## src/rtl/teclado_pkg.sv

```systemverilog
// Shared constants and helpers for the keypad front end and its downstream encoder.
package teclado_pkg;

  localparam int unsigned N_KEYS_DEFAULT = 10;

  localparam logic [1:0] IDLE     = 2'd0;
  localparam logic [1:0] DEBOUNCE = 2'd1;
  localparam logic [1:0] PRESSED  = 2'd2;
  localparam logic [1:0] RELEASE  = 2'd3;

  // Takes a zero-extended vector so callers of any width up to 32 can share it.
  function automatic logic is_onehot(input logic [31:0] v);
    return (v != 32'd0) && ((v & (v - 32'd1)) == 32'd0);
  endfunction

endpackage

```

## src/rtl/teclado_sync.sv

```systemverilog
// Two-flop synchroniser for the asynchronous raw key lines.
module teclado_sync #(
  parameter int unsigned WIDTH = 10
) (
  input  logic             clk,
  input  logic             rst,
  input  logic [WIDTH-1:0] d,
  output logic [WIDTH-1:0] q
);

  logic [WIDTH-1:0] meta_q;

  always_ff @(posedge clk) begin
    if (rst) begin
      meta_q <= '0;
      q      <= '0;
    end else begin
      meta_q <= d;
      q      <= meta_q;
    end
  end

endmodule

```

## src/rtl/teclado_debounce.sv

```systemverilog
// Debounces the keypad lines, rejects multi-key presses and emits a held one-hot key vector
// plus a single-cycle strobe per accepted press.
module teclado_debounce
  import teclado_pkg::*;
#(
  parameter int unsigned N_KEYS          = N_KEYS_DEFAULT,
  parameter int unsigned DEBOUNCE_CYCLES = 4
) (
  input  logic              clk,
  input  logic              rst,
  input  logic [N_KEYS-1:0] key_raw,
  output logic [N_KEYS-1:0] key_out,
  output logic              key_valid,
  output logic              key_held,
  output logic              multi_key
);

  localparam int unsigned CNT_W = $clog2(DEBOUNCE_CYCLES);
  localparam logic [CNT_W-1:0] CNT_LAST = CNT_W'(DEBOUNCE_CYCLES - 1);
  localparam logic [CNT_W-1:0] CNT_ONE  = CNT_W'(1);

  logic [N_KEYS-1:0] sync_q;
  logic              sync_onehot;
  logic              sync_zero;

  logic [1:0]        state_q, state_d;
  logic [CNT_W-1:0]  cnt_q, cnt_d;
  logic [N_KEYS-1:0] cand_q, cand_d;
  logic [N_KEYS-1:0] key_out_q, key_out_d;
  logic              key_valid_q, key_valid_d;
  logic              key_held_q, key_held_d;
  logic              multi_key_q, multi_key_d;

  teclado_sync #(
    .WIDTH (N_KEYS)
  ) u_sync (
    .clk (clk),
    .rst (rst),
    .d   (key_raw),
    .q   (sync_q)
  );

  assign sync_onehot = is_onehot(32'(sync_q));
  assign sync_zero   = (sync_q == '0);

  always_comb begin
    state_d     = state_q;
    cnt_d       = cnt_q;
    cand_d      = cand_q;
    key_out_d   = key_out_q;
    key_valid_d = 1'b0;
    key_held_d  = key_held_q;
    multi_key_d = !sync_zero && !sync_onehot;

    unique case (state_q)
      IDLE: begin
        if (sync_onehot) begin
          cand_d  = sync_q;
          cnt_d   = CNT_ONE;
          state_d = DEBOUNCE;
        end
      end
      DEBOUNCE: begin
        if (sync_q != cand_q) begin
          cnt_d   = '0;
          state_d = IDLE;
        end else if (cnt_q == CNT_LAST) begin
          cnt_d       = '0;
          state_d     = PRESSED;
          key_out_d   = cand_q;
          key_valid_d = 1'b1;
          key_held_d  = 1'b1;
        end else begin
          cnt_d = cnt_q + CNT_ONE;
        end
      end
      PRESSED: begin
        // Roll-over: extra or different keys are ignored until every line is released.
        if (sync_zero) begin
          cnt_d   = CNT_ONE;
          state_d = RELEASE;
        end
      end
      RELEASE: begin
        if (!sync_zero) begin
          cnt_d   = '0;
          state_d = PRESSED;
        end else if (cnt_q == CNT_LAST) begin
          cnt_d      = '0;
          state_d    = IDLE;
          key_out_d  = '0;
          key_held_d = 1'b0;
        end else begin
          cnt_d = cnt_q + CNT_ONE;
        end
      end
      default: begin
        cnt_d   = '0;
        state_d = IDLE;
      end
    endcase
  end

  always_ff @(posedge clk) begin
    if (rst) begin
      state_q     <= IDLE;
      cnt_q       <= '0;
      cand_q      <= '0;
      key_out_q   <= '0;
      key_valid_q <= 1'b0;
      key_held_q  <= 1'b0;
      multi_key_q <= 1'b0;
    end else begin
      state_q     <= state_d;
      cnt_q       <= cnt_d;
      cand_q      <= cand_d;
      key_out_q   <= key_out_d;
      key_valid_q <= key_valid_d;
      key_held_q  <= key_held_d;
      multi_key_q <= multi_key_d;
    end
  end

  assign key_out   = key_out_q;
  assign key_valid = key_valid_q;
  assign key_held  = key_held_q;
  assign multi_key = multi_key_q;

endmodule

```

## config.mk

```make
export PLATFORM = sky130hd
export DESIGN_NAME = teclado_debounce
export DESIGN_NICKNAME = d
export VERILOG_FILES = /design/src/rtl/teclado_pkg.sv /design/src/rtl/teclado_sync.sv /design/src/rtl/teclado_debounce.sv
export SDC_FILE = /design/constraint.sdc
export NUM_CORES = 1
export LEC_CHECK = 0
export BUFFER_PORTS_ARGS = -buffer_cell sky130_fd_sc_hd__buf_4
export CAP_MARGIN = 20
export CORE_ASPECT_RATIO = 0.6
export CORE_UTILIZATION = 55
export DETAILED_ROUTE_END_ITERATION = 8
export PLACE_DENSITY_LB_ADDON = 0.1
export SLEW_MARGIN = 20
export SYNTH_ARGS = -nofsm -noshare
export SYNTH_HDL_FRONTEND = slang
export SYNTH_SLANG_ARGS = --single-unit
```

## constraint.sdc

```tcl
create_clock -name clk -period 6.5 [get_ports clk]
set_clock_uncertainty 0.1 [all_clocks]
set_input_delay 0 -clock clk [delete_from_list [all_inputs] [get_ports clk]]
set_output_delay 0 -clock clk [all_outputs]
set_load 0.02 [all_outputs]
```

# [Yosys cells after proc, flatten, opt, wreduce, memory -nomap -nowiden]
# Index checks and enable logic that the tools add are counted.
[classes] addsub=2 eq_ne=13 n_mux=23 bitwise=2 reduce_logical=14
[ops] operator="$mux 10" n=4
[ops] operator="$and 10x32->32" n=1
[ops] operator="$logic_not 32->1" n=1
[ops] operator="$mux 2" n=10
[ops] operator="$pmux 10 s2" n=1
[ops] operator="$pmux 2 s4" n=2
[ops] operator="$ne 2x2->1 const B" n=6
[ops] operator="$sub 10x1->11 const B" n=1
[ops] operator="$logic_not 10->1" n=1
[ops] operator="$ne 10x10->1" n=1
[ops] operator="$reduce_bool 10->1" n=1
[ops] operator="$eq 2x2->1 const B" n=3
[ops] operator="$ne 3x3->1 const B" n=2
[ops] operator="$mux 1" n=5
[ops] operator="$reduce_and 5->1" n=1
[ops] operator="$reduce_and 2->1" n=2
[ops] operator="$reduce_and 4->1" n=1
[ops] operator="$reduce_or 3->1" n=1
[ops] operator="$add 2x1->2 const B" n=1
[ops] operator="$eq 2x1->1 const B" n=1
[ops] operator="$logic_and 1x1->1" n=2
[ops] operator="$logic_not 1->1" n=2
[ops] operator="$logic_not 2->1" n=1
[ops] operator="$pmux 1 s2" n=1
[ops] operator="other kinds (2)" n=2
[totals] ff_bits=47 in_bits=12 output_inout_bits=13 word_cells=63

# [Depth between registers and ports, before layout]
# Gate-level depths: netlist (run 1).
[depth] word_depth=6 ltp_mapped=7 ltp_nobuf=5

# [By module]
# A second synthesis (run 1) with hierarchy kept.
[hier_totals] hier_cells=160 area_unflattened_um2=1819.2
[by_module_without_submodules] mod="teclado_debounce" n_inst=1 cells_per_inst=118 area_per_inst_um2=1201.2 seq_area_each_um2=540.5
[by_module_without_submodules] mod="teclado_sync" n_inst=1 cells_per_inst=42 area_per_inst_um2=618.1 seq_area_each_um2=400.4

# [Worst setup path after synthesis (run 1)]
# OpenSTA, ideal clock, no wires.
[synth_timing] path_type="flip-flop to flip-flop" start="register u_sync.q[0]" end="register key_out_q[0], in the netlist key_out[0]" setup_ns=0.117 arrival_ns=1.812 required_ns=6.283 path_slack_ns=4.471 stages_incl_launch_ff=8 path_buffers=2 period_less_slack_ns=2.029 cell_sequence="dfxtp_1 buf_2 or4_4 nor2_2 nand3_1 o211a_1 buf_2 a22o_1"
[synth_between] elab_chain_len=3 elab_cells_between_ends=5 classes_between="eq/ne: 3; reduce/logical: 2"
[synth_lines] item="start, declared" line_no="teclado_sync.sv:8" source="output logic [WIDTH-1:0] q"
[synth_lines] item="start signal, assigned" line_no="teclado_sync.sv:19" source="q <= meta_q;"
[synth_lines] item="$ne 10x10->1 or $logic_not 10->1 (tied branches)" line_no="teclado_debounce.sv:64, teclado_debounce.sv:44"
[synth_lines] item="$ne 2x2->1 (no line)"
[synth_lines] item="$reduce_and 5->1 (no line) (*)"
[synth_lines] item="end signal, assigned" line_no="teclado_debounce.sv:117" source="key_out_q <= key_out_d;"
[synth_lines] item="end, declared" line_no="teclado_debounce.sv:29" source="logic [N_KEYS-1:0] key_out_q, key_out_d;"
# Every way passes the cells marked *; elsewhere a longest branch is shown, timed or not.
# A chain may end at the register's enable or synchronous reset.

# [Worst setup path in the final report (run 1)]
[layout_timing] start="register u_sync.q[0]" end="register key_out_q[5], in the netlist key_out[5]"
# The elaborated chain is that of the path after synthesis.

==> results.yml, run 1 <==
synth:
  yosys.area_share.simple: 0.1949
  syn_area_mm2: 0.001862
  ys_top_cells_by_area: "dfxtp_1 (51%), nor2b_1 (6.7%), a22o_1 (4.7%), xor2_1 (4.7%), a21oi_1 (4.0%)"
  yosysWarnings: 0
  yosysMostFrequentCell: "dfxtp_1"
  synth_top_area_share: 0.5054
  synth_compound_area_frac: 0.2009
  synth_top_cell_by_area: "dfxtp_1"
  synth_top_family_by_area: "compound AO/OA/AOI/OAI gates"
  synth_nets: 203
  synth-seq-cells: 47
  synth_seq_area_share: 0.5054
  yosys-top-cells-count: "dfxtp_1 (47), nor2b_1 (20), a21oi_1 (15)"
  synth_mux_area_frac: 0
  synth_edf_count: 0
  postSynthAreaPerCell_um2: 9.799
  synthAdderAreaFrac: 0.01747
  synth_flop_cell: "dfxtp_1"
  netlist_instances: 190
  async_flop_share: 0
  synth_xor_area_frac: 0.04704
  ys_types: 43
setup_path:
  start_kind: "flip-flop"
  rr_endpoint: "key_out[5]"
  cp_data_required_time_ns: 6.65
  worstPathMaxFanout: 11
  arrival_ns: 2.54
  r2r_cells: 5
  reg2reg_from: "u_sync.q[0]"
  reg2reg_slack_ns: 4.11
  end_kind: "flip-flop"
  critical_path_class: "flip-flop to flip-flop"
drt:
  drc: 0
  drtAntennaViolNets: 0
  drt-pass1-iter-count: 4
  num_vias: 1544
  avgViaCountPerCell: 5.805
  drt_iter0_drc: 158
  drt-total-wl_um: 4049
  post_drt_wl_per_cell_um: 15.22
timing:
  worst_slew_pin_slew_ns: 0.9348
  rsz0062_at_grt: "no"
  setup_viol: 0
  finalMaxSlewViolations: 0
  finalHoldViolCount: 0
  post-route-min-period_ns: 2.386
  finalCritPeriodShare: 0.3671
  fin_setup_tns_ns: 0
  slew_headroom: 0.3716
  fmax_mhz: 419.1
grt:
  grt_overflow: 0
  grt_first_pass_wirelength_um: 6596
  antenna_found_initial: 0
  grt_pass1_vias: 1428
  grt_max_degree: 39
  grt_usage: 0.2447
placed_design:
  dp_hpwl_um: 2688
  portBuffers: 24
  post-place-cells: 243
  routabilityCongestion: 0.9012
floorplanning:
  initial_core_util: 0.6123
  placementRows: 15
  ios: 25
  die_y_um: 47.07
  core_mm2: 0.003040
  die_w_um: 77.11
  dieArea_mm2: 0.003629
status:
  status: "finished clean"
min_path:
  hold_path.class: "flip-flop to flip-flop"
  min_from: "u_sync.meta_q[6]"
  whs_path_depth: 1
  min_to: "u_sync.q[6]"
layout:
  drive_gt1_frac: 0.1786
  layout.nets: 236
  seq_area_um2: 940.9
  num_antenna_cells: 0
  fillers: 222
  fin_cells: 266
  multiInputGateArea_um2: 857.1
  area.growth.synth_to_final_pct: 22.51
clock_network:
  clkLatencyLatePin_ns: 0.31
  h-tree-depth: 2
  cts_tree: "built"
  postCtsSetupBuffers: 0
  cts_buffers: 5
  root_buffer: "clkbuf_8"
  cts_hold_buf: 15
  cts.sink_count: 47
  clk_pin_slew_ns: 0.09
  ctsResizeCount: 0
  clk_path_buf_depth: 2
pwr:
  p_leak_uw: 0.0009480
  ir_worst_vdd_uv: 185.1
  powerDensity_mw_per_mm2: 245.4
run:
  maxCapViolCount: 0
kinds of logic (layout without fill, tap and decap cells):
group,count (synthesis),count (layout)
adder cells (fa/ha/maj),3,3
XOR/XNOR,10,10
AO/OA/AOI/OAI,53,53
flip-flops,47,47
buffers and inverters,16,50
AND/OR/NAND/NOR,61,61
per-stage QoR:
step	hold slack [ns]	cell area, µm²	power [µW]	setup WS (ns)	utilization
global route	0.3617	2281	582.1	4.006	0.7502
floorplan	0.02818	1862	365.2	4.471	-
detailed placement	0.1144	2042	384.3	4.206	0.6716
finish	0.3361	2281	559.7	4.114	0.7502
global placement	0.1091	2042	379.1	4.370	0.6716
CTS	0.3419	2281	558.4	4.201	0.7502
worst max-delay path, stage by stage, from the launching register on:
cell      delay, ns
dfxtp_1        0.49
xor2_1         0.13
nor4_1         0.48
nand4b_1       0.25
nor2_1         0.65
a22o_1         0.24
how the worst max path moves through the flow:
| stage | slack (ns) | startpoint | end |
|---|---|---|---|
| 3_3_place_gp | 4.37 | u_sync.q[2] | cand_q[7] |
| 3_5_place_dp | 4.21 | u_sync.q[0] | key_out[5] |
| 5_1_grt | 4.01 | u_sync.q[0] | key_out[2] |
| 2_1_floorplan | 4.47 | u_sync.q[0] | key_out[0] |
| 6_report | 4.11 | u_sync.q[0] | key_out[5] |
| 4_1_cts | 4.20 | u_sync.q[0] | key_out[5] |
layout make-up:
cell class              instances  share of cell area
multi-input cells             127              0.3758
inverters                       3            0.004937
well taps                      42             0.02304
clock buffers                   5             0.03017
flip-flops and latches         47              0.4125
clock inverters                 3            0.008777
repair buffers                 39              0.1448
routing by layer:
layer | up-vias | global-route usage | part of all wire | routed length (µm)
met5 | - | 0 | 0 | 0
met4 | 0 | 0.08679 | 0.015 | 61
met3 | 9 | 0.06602 | 0.063 | 254
met2 | 57 | 0.4393 | 0.46 | 1856
met1 | 737 | 0.2976 | 0.46 | 1876
li1 | 741 | - | - | -
cells in the final DEF (no fill, tap or decap), types with 2 or more instances in the layout:
cell,synthesis,final
inv_1,3,3
nand2_1,6,6
dfxtp_1,47,47
and3_1,2,2
buf_4,0,24
nand3_1,11,11
o21ai_0,11,11
clkbuf_8,0,5
a21oi_1,15,15
xor2_1,10,10
nor2b_1,20,20
or4_4,2,2
a22o_1,10,10
dlygate4sd3_1,0,15
nor2_1,6,6
nand2b_1,3,3
clkinvlp_4,0,2
maj3_1,2,2
nor4_1,2,2
o2111ai_1,2,2
o21ai_1,2,2
sequential cells by signal (all words and copies together), names as in the netlist:
register,flops
cand_q,10
cnt_q,2
key_held,1
key_out,10
key_valid,1
multi_key,1
state_q,2
u_sync.meta_q,10
u_sync.q,10
power breakdown:
part | internal, µW | total, µW | switching [µW]
logic | 33.1 | 75.2 | 42.1
registers | 299 | 311 | 11.7
clock network | 74.8 | 173 | 98.6
total | 407 | 560 | 152
No activity file was read; power rests on OpenSTA's default activity.
==> run 2, diff against run 1 <==
Settings changed: ABC_AREA set to 1.
Clock period 6.5 ns to 2.5 ns, I/O delays scaled along.
==> run 2 against run 1 <==
Effect of this change: die area up 4.0%; first-iteration DRC count decreased by 44%; via count increased by 10%; flip-flop and latch count is the same; synthesized cell count up 48%; total power increased to 3.2 times the previous value; non-clock buffer count up 8; clock power rose to 3.7 times the previous value; combinational power rose to 3.9 times the previous value; fmax grew 23%; critical path type unchanged.
==> results.yml, run 2 <==
status:
  status: "finished clean"
layout:
  final_common_cell: "nand2_1"
  area.growth.synth_to_final_pct: 28.58
  layout_common_cells: "nand2_1 (67), nor2_1 (58), inv_1 (50)"
  drive_gt1_frac: 0.1402
  fin_area_mm2: 0.002494
  num_antenna_cells: 0
  layout.nets: 340
clock_network:
  cts.sink_count: 47
  postCtsSetupBuffers: 0
  cts_tree: "built"
  h-tree-depth: 2
  root_buffer: "clkbuf_8"
  clkLatencyLatePin_ns: 0.29
  cts_hold_buf: 21
  clk_path_buf_depth: 2
  clk_pin_slew_ns: 0.09
  ctsResizeCount: 0
  cts_buffers: 5
synth:
  synth_flop_cell: "dfxtp_1"
  synth_top_area_share: 0.4852
  netlist_instances: 281
  ys_types: 21
  syn_area_mm2: 0.001939
  ys_top_cells_by_area: "dfxtp_1 (49%), nand2_1 (13%), nor2_1 (11%), inv_1 (9.7%), nand3_1 (4.6%)"
  yosysWarnings: 0
  synth-seq-cells: 47
  yosys-top-cells-count: "nand2_1 (67), nor2_1 (58), inv_1 (50)"
  synth_nets: 294
  async_flop_share: 0
  synth_edf_count: 0
  postSynthAreaPerCell_um2: 6.902
  synth_seq_area_share: 0.4852
  synth_top_cell_by_area: "dfxtp_1"
  yosysMostFrequentCell: "nand2_1"
setup_path:
  crit_chain: "nor2_2 -> nand3_2 -> nor2_2 -> nor2_1 -> nor2_2 -> and2_4 -> nand3_2 -> nor2_1 -> nor2_1"
  start_kind: "flip-flop"
  crit_path_max_incr_delay_ns: 0.37
  reg2reg_from: "u_sync.q[0]"
  critical_path_class: "flip-flop to flip-flop"
  r2r_cells: 9
  arrival_ns: 2.03
  worstPathMaxFanout: 20
  crit_path_top_delay_cell: "dfxtp_1"
  crit_start: "u_sync.q[0]"
  cp_data_required_time_ns: 2.59
  end_kind: "flip-flop"
placed_design:
  dp_hpwl_um: 2498
  routabilityCongestion: 0.8030
  portBuffers: 24
  place_area_mm2: 0.002147
  preCtsSetupSlack_ns: 0.5881
drt:
  drt-total-wl_um: 4041
  drt-pass1-iter-count: 5
  num_vias: 1706
  drc: 0
  avgViaCountPerCell: 4.574
  post_drt_wl_per_cell_um: 10.83
  drtAntennaViolNets: 0
  drt_iter0_drc: 88
timing:
  slew_headroom: 0.7456
  fmax_mhz: 514.5
  worst_slew_pin_slew_ns: 0.3806
  finalCritPeriodShare: 0.7775
  rsz0062_at_grt: "no"
  finalHoldViolCount: 0
  fin_hold_ws_ns: 0.3069
  finalMaxSlewViolations: 0
  post-route-min-period_ns: 1.944
  setup_viol: 0
  finalWorstSetupSlack_ns: 0.5563
  fin_setup_tns_ns: 0
floorplanning:
  initial_core_util: 0.5871
  die_y_um: 48.00
  ios: 25
  die_w_um: 78.66
  dieArea_mm2: 0.003775
  core_mm2: 0.003303
  placementRows: 16
min_path:
  whs_path_depth: 2
  hold_path.class: "flip-flop to flip-flop"
  min_from: "u_sync.meta_q[8]"
grt:
  grt_pass1_vias: 1426
  grt_overflow: 0
  grt_max_degree: 25
  antenna_found_initial: 0
  grt_usage: 0.2353
  grt_first_pass_wirelength_um: 6479
run:
  maxCapViolCount: 0
pwr:
  ir_worst_vdd_uv: 483.9
  powerDensity_mw_per_mm2: 710.7
  p_total_uw: 1772
  p_leak_uw: 0.001259
run 2: path summary, 6_finish.rpt:
path | slack [ns] | to
worst max-delay path | 0.56 | cand_q[2]
worst min-delay path | 0.31 | u_sync.q[8]
worst max register to register | 0.56 | cand_q[2]
worst min register to register | 0.31 | u_sync.q[8]
run 2: worst max-delay path: cells and delay by family, from the launching register on:
kind	cells	cell delay (ns)
AND/OR/NAND/NOR	9	1.37
flip-flops	1	0.37
run 2: kinds of logic (layout without fill, tap and decap cells):
family,Yosys count,after routing,share of synthesized area
fa+ha+maj,1,1,0.006451
flops,47,47,0.4852
compound gates,15,15,0.04065
buf+inv,59,106,0.1213
simple gates,159,159,0.3465
run 2: through the flow:
stage | std cells | utilization
floorplan | 281 | -
global placement | 344 | 0.6500
detailed placement | 344 | 0.6500
CTS | 373 | 0.7549
global route | 373 | 0.7549
finish | 373 | 0.7549
run 2: area by class of cell:
cell class              count  area, µm²
clock inverters             3      67.56
inverters                  51      191.4
multi-input cells         175      763.2
clock buffers               5      68.82
flip-flops and latches     47      940.9
fillers                   262      809.5
repair buffers             47      405.4
well taps                  45      56.30
run 2: per-layer routing:
metal | vias up | track usage | part of all wire
li1 | 933 | - | -
met1 | 732 | 0.3129 | 0.51
met5 | - | 0 | 0
met2 | 39 | 0.3843 | 0.43
met3 | 2 | 0.06667 | 0.057
met4 | 0 | 0.06667 | 0.0054
run 2: where the power goes:
group / switching [µW] / internal (µW) / total [µW] / leakage (µW)
logic: 180 / 118 / 297 / 0.000809
registers: 29.3 / 799 / 829 / 0.000386
clock network: 248 / 399 / 646 / 0.0000644
